### src/rtl/pc_fetch_unit.sv
// rtl/pc_fetch_unit.sv - MIPS program-counter stage with stall-safe redirect capture
// Optional exception entry guarded by macro PC_EXC_EN (adds exc_req, epc and EXC_VECTOR).
module pc_fetch_unit #(
    parameter logic [31:0] RESET_PC   = 32'h0000_0000
`ifdef PC_EXC_EN
    ,
    parameter logic [31:0] EXC_VECTOR = 32'h0000_0180
`endif
) (
    input  logic        clock,
    input  logic        reset_n,
    input  logic        stall,
    input  logic        branch_taken,
    input  logic [31:0] branch_pc4,
    input  logic [15:0] branch_imm,
    input  logic        jump,
    input  logic [25:0] jump_index,
    input  logic        jump_reg,
    input  logic [31:0] jr_target,
`ifdef PC_EXC_EN
    input  logic        exc_req,
    output logic [31:0] epc,
`endif
    output logic [31:0] pc,
    output logic [31:0] pc_plus4,
    output logic        fetch_valid,
    output logic        flush,
    output logic        align_err
);

    typedef enum logic {
        RUN     = 1'b0,
        PENDING = 1'b1
    } state_t;

    state_t      state;
    logic [31:0] pending_target;
    logic        redirect;
    logic [31:0] target;
    logic [31:0] branch_offset;
    logic        jr_misaligned;

    assign pc_plus4      = pc + 32'd4;
    assign redirect      = jump_reg | jump | branch_taken;
    assign branch_offset = {{14{branch_imm[15]}}, branch_imm, 2'b00};
    assign jr_misaligned = jump_reg & (jr_target[1:0] != 2'b00);

    // Priority: register jump, then absolute jump, then conditional branch.
    always_comb begin
        target = branch_pc4 + branch_offset;
        if (jump_reg) begin
            target = {jr_target[31:2], 2'b00};
        end else if (jump) begin
            target = {branch_pc4[31:28], jump_index, 2'b00};
        end
    end

    always_ff @(posedge clock or negedge reset_n) begin
        if (!reset_n) begin
            pc             <= RESET_PC;
            state          <= RUN;
            pending_target <= '0;
            flush          <= 1'b0;
            fetch_valid    <= 1'b0;
            align_err      <= 1'b0;
`ifdef PC_EXC_EN
            epc            <= '0;
`endif
        end else begin
            fetch_valid <= ~stall;
`ifdef PC_EXC_EN
            // Exceptions override stall and any captured redirect.
            if (exc_req) begin
                pc             <= EXC_VECTOR;
                epc            <= pc;
                flush          <= 1'b1;
                pending_target <= '0;
                state          <= RUN;
            end else
`endif
            begin
                case (state)
                    RUN: begin
                        if (jr_misaligned) begin
                            align_err <= 1'b1;
                        end
                        if (!stall) begin
                            flush <= redirect;
                            pc    <= redirect ? target : pc_plus4;
                        end else begin
                            flush <= 1'b0;
                            if (redirect) begin
                                pending_target <= target;
                                state          <= PENDING;
                            end
                        end
                    end
                    PENDING: begin
                        // The stalled instruction cannot issue another redirect.
                        if (stall) begin
                            flush <= 1'b0;
                        end else begin
                            pc    <= pending_target;
                            flush <= 1'b1;
                            state <= RUN;
                        end
                    end
                    default: begin
                        flush <= 1'b0;
                        state <= RUN;
                    end
                endcase
            end
        end
    end

endmodule

### config.mk
export PLATFORM = sky130hd
export DESIGN_NAME = pc_fetch_unit
export DESIGN_NICKNAME = d
export VERILOG_FILES = /design/src/rtl/pc_fetch_unit.sv
export SDC_FILE = /design/constraint.sdc
export NUM_CORES = 1
export LEC_CHECK = 0
export CAP_MARGIN = 20
export CELL_PAD_IN_SITES_DETAIL_PLACEMENT = 1
export CELL_PAD_IN_SITES_GLOBAL_PLACEMENT = 1
export CORE_ASPECT_RATIO = 1.75
export CORE_MARGIN = 3
export CORE_UTILIZATION = 31
export DETAILED_ROUTE_END_ITERATION = 6
export PLACE_DENSITY_LB_ADDON = 0.1
export SETUP_SLACK_MARGIN = 0.05
export SKIP_LAST_GASP = 1
export SYNTH_ARGS = -nofsm -noshare
export SYNTH_HDL_FRONTEND = slang
export SYNTH_SLANG_ARGS = --single-unit
### constraint.sdc
create_clock -name clock -period 2.35 [get_ports clock]
set_input_delay 0.5875 -clock clock [delete_from_list [all_inputs] [get_ports clock]]
set_output_delay 0.5875 -clock clock [all_outputs]
set_load 0.005 [all_outputs]
==> metrics.cfg <==
[run_status]
status=finished, violations left
violations=setup timing

[pwr]
leakagePower_uw=0.00528
power.density_nw_per_um2=520
ir_drop_mv=0.376

[sta]
slew_headroom_pct=62.3
finalSetupTns_ns=-26.81
rsz0062_at_grt=yes
worst_slack_ns=-0.834
fin_crit_ns=3.18
fmax_mhz=314
drv_slew=0
setup_viol=72
finClkSkew_ns=0.00692
finalCritPeriodShare_pct=135
finalHoldViolCount=0
tightest_slew_ns=0.565

[detailed_routing]
wl_met2_um=19500
drt-met1-wl_um=12500
routed_wl_um=35700
ant_nets=0
firstDrtPassIters=5
route.vias.total=8158
wl_met3_um=1490
via_per_inst=5.69
highest_layer=met4
wl_per_cell_um=24.9
remaining_drc_errors=0
drt_iter0_markers=436

[grt]
track_usage_pct=31.0
grt-ovfl-total=0
grt_first_pass_wirelength_um=49100
grt_max_degree=48
grt_antenna_before_repair=4
first_global_vias=8899

[floorplan]
fp.coreArea_um2=18200
rows=65
start_util_pct=31.9
die_h_um=187
dieArea_um2=20500
die_x_um=109
io_pins=179

[layout]
fillCellCount=2069
stdcell_count=1433
final_area_um2=11700
syn2layout_area_growth_pct=101
drive_above_1_share_pct=47.5
fin_nets=1334

[clocking]
clkSinkCount=68
cts_tree=yes
cts_buffers=9
htreeDepth=3
clk_path_buf_depth=2
cts_root_buf=clkbuf_16
cts.clk_slew.worst_paths_ns=0.06
clk_latency_ns=0.34
cts_hold_buf=0

[critical_path]
crit_chain=buf_6 -> ha_4 -> fa_2 -> a21o_1 -> a221o_1 -> buf_6 -> a211o_4 -> a21oi_4 -> xnor2_1 -> a222oi_1 -> nor2_1 -> a21oi_2 -> a221oi_2
cp_top_family=compound AO/OA/AOI/OAI gates
crit_path_start=branch_pc4[2]
critPathMaxFanout=3
critical_path_class=in2reg
slowest_delay_ns=0.45
crit_slowest_cell=a222oi_1
start_kind=primary input
cp-end-kind=register
path_buf_inv=2
path_common_cell=buf_6
cp_data_arrival_time_ns=3.39
required_ns=2.56
r2r-start=pc[13]

[logic_synthesis]
netlist.area_leader.share_pct=29.3
synth_seq_cells=68
seq_area_frac_synth_pct=29.3
synthFlopType=dfrtp_1
yosys-top-cells-area=dfrtp_1, nand2_1, ha_1
synth_top_cell_by_area=dfrtp_1
yosys_warnings=0
synth-edff-count=0
syn_area_um2=5810
netlist_instances=749
avgSynthCellArea_um2=7.75
synthDistinctLibCells=70
syn_nets=892
ys_async_sr_fraction_pct=100

[hold_path]
hold_class=in2async

[placed_design]
dp.cells=1310
place_area_um2=9400
place_congestion=0.934
port_buffers=178
hpwl_um=21400

[flow_run]
cap_violations=0

==> through the flow <==
step           util [%]  total power (uW)  hold WS (ns)  setup WS, ns
3_5_place_dp       51.6              3970         0.461         -1.50
4_1_cts            60.5              5580         0.246        -0.653
2_1_floorplan         -              2510         0.292        -0.623
6_report           64.1              6070         0.232        -0.834
5_1_grt            64.1              6330         0.267        -0.904
3_3_place_gp       51.6              3860         0.453         -1.27
==> sequential cells by signal (all words and copies together) (netlist names) <==
signal	cells
align_err	1
fetch_valid	1
flush	1
pc	32
pending_target	32
state	1
==> kinds of logic (layout without fill, tap and decap cells) <==
group | Yosys count | in the layout | share of synthesized area, %
AO/OA/AOI/OAI | 250 | 250 | 27.9
multiplexers | 14 | 14 | 2.46
flip-flops | 68 | 68 | 29.3
adder cells (fa/ha/maj) | 31 | 31 | 6.81
XOR/XNOR | 48 | 48 | 7.24
other | 0 | 4 | 0
buffers and inverters | 65 | 511 | 4.33
AND/OR/NAND/NOR | 273 | 273 | 21.9
==> placed cells by master (no fill, tap or decap), drive strengths merged, types with 5 or more instances in the layout <==
cell | synthesis | routed
xor2 | 16 | 16
o31ai | 9 | 9
a21o | 13 | 13
clkbuf | 38 | 17
o21a | 7 | 7
dlygate4sd2 | 0 | 13
nand3 | 25 | 25
and3 | 11 | 11
a21oi | 70 | 70
dfrtp | 68 | 68
ha | 30 | 30
nor3 | 11 | 11
or3 | 5 | 5
o21ai | 68 | 68
xnor2 | 32 | 32
nand2 | 123 | 123
inv | 18 | 18
mux2i | 12 | 12
a31oi | 13 | 13
nor2b | 10 | 10
a211oi | 6 | 6
and4 | 7 | 7
and2 | 5 | 5
nand4 | 9 | 9
nor2 | 50 | 50
o22ai | 5 | 5
buf | 8 | 348
o211ai | 15 | 15
nand2b | 5 | 5
clkdlybuf4s50 | 0 | 111
==> metal layers <==
layer / vias to the layer above / GRT usage [%]
met5: - / 0
met4: 0 / 18.0
met3: 134 / 2.94
met2: 342 / 56.4
met1: 4062 / 33.6
li1: 3620 / -
==> synthesized netlist by cell type, drive strengths merged, types with 5 or more instances <==
master / number
a211oi: 6
a21o: 13
a21oi: 70
a31oi: 13
and2: 5
and3: 11
and4: 7
buf: 8
clkbuf: 38
dfrtp: 68
ha: 30
inv: 18
mux2i: 12
nand2: 123
nand2b: 5
nand3: 25
nand4: 9
nor2: 50
nor2b: 10
nor3: 11
o211ai: 15
o21a: 7
o21ai: 68
o22ai: 5
o31ai: 9
or3: 5
xnor2: 32
xor2: 16
==> repair_timing <==
action	CTS	global route
pin swaps	131	128
setup endpoints to repair	83	80
setup buffers	80	48
gates cloned	0	1
resized for setup	397	138
==> final timing paths <==
path / to / slack, ns / cells after the start
setup / recovery: pc[12] / -0.83 / 13
hold / removal: pending_target[6] / 0.23 / 1
setup reg to reg: pc[28] / -0.40 / 13
hold reg to reg: pending_target[0] / 0.48 / 2
max in group asynchronous: pc[28] / 1.43 / 2
min in group clock: pending_target[0] / 0.48 / 2
==> area by class of cell <==
| cell class | instances | area (um^2) | area share (%) |
|---|---|---|---|
| Tap cell | 234 | 293 | 2.51 |
| Multi-Input combinational cell | 616 | 5270 | 45.2 |
| Clock buffer | 13 | 260 | 2.23 |
| Clock inverter | 2 | 10.0 | 0.0858 |
| Timing Repair Buffer | 477 | 4050 | 34.7 |
| Antenna cell | 4 | 10.0 | 0.0858 |
| Inverter | 19 | 71.3 | 0.611 |
| Sequential cell | 68 | 1700 | 14.6 |
==> report_power, final <==
part	internal, uW	switching [uW]
registers	1370	176
logic	1690	1550
clock network	764	526
total	3820	2250
==> worst register-to-register path, cell delays in order, from the launching register on <==
cell and delay [ns]:
dfrtp_1 0.40, and4_4 0.23, nand4_1 0.15, buf_4 0.19
nand2b_4 0.16, buf_6 0.14, nor3_4 0.23, xor2_2 0.22
buf_4 0.15, buf_4 0.09, o21ai_0 0.09, nor3_1 0.33
o31ai_2 0.15, o2111ai_2 0.12
No activity file was read; power rests on OpenSTA's default activity.
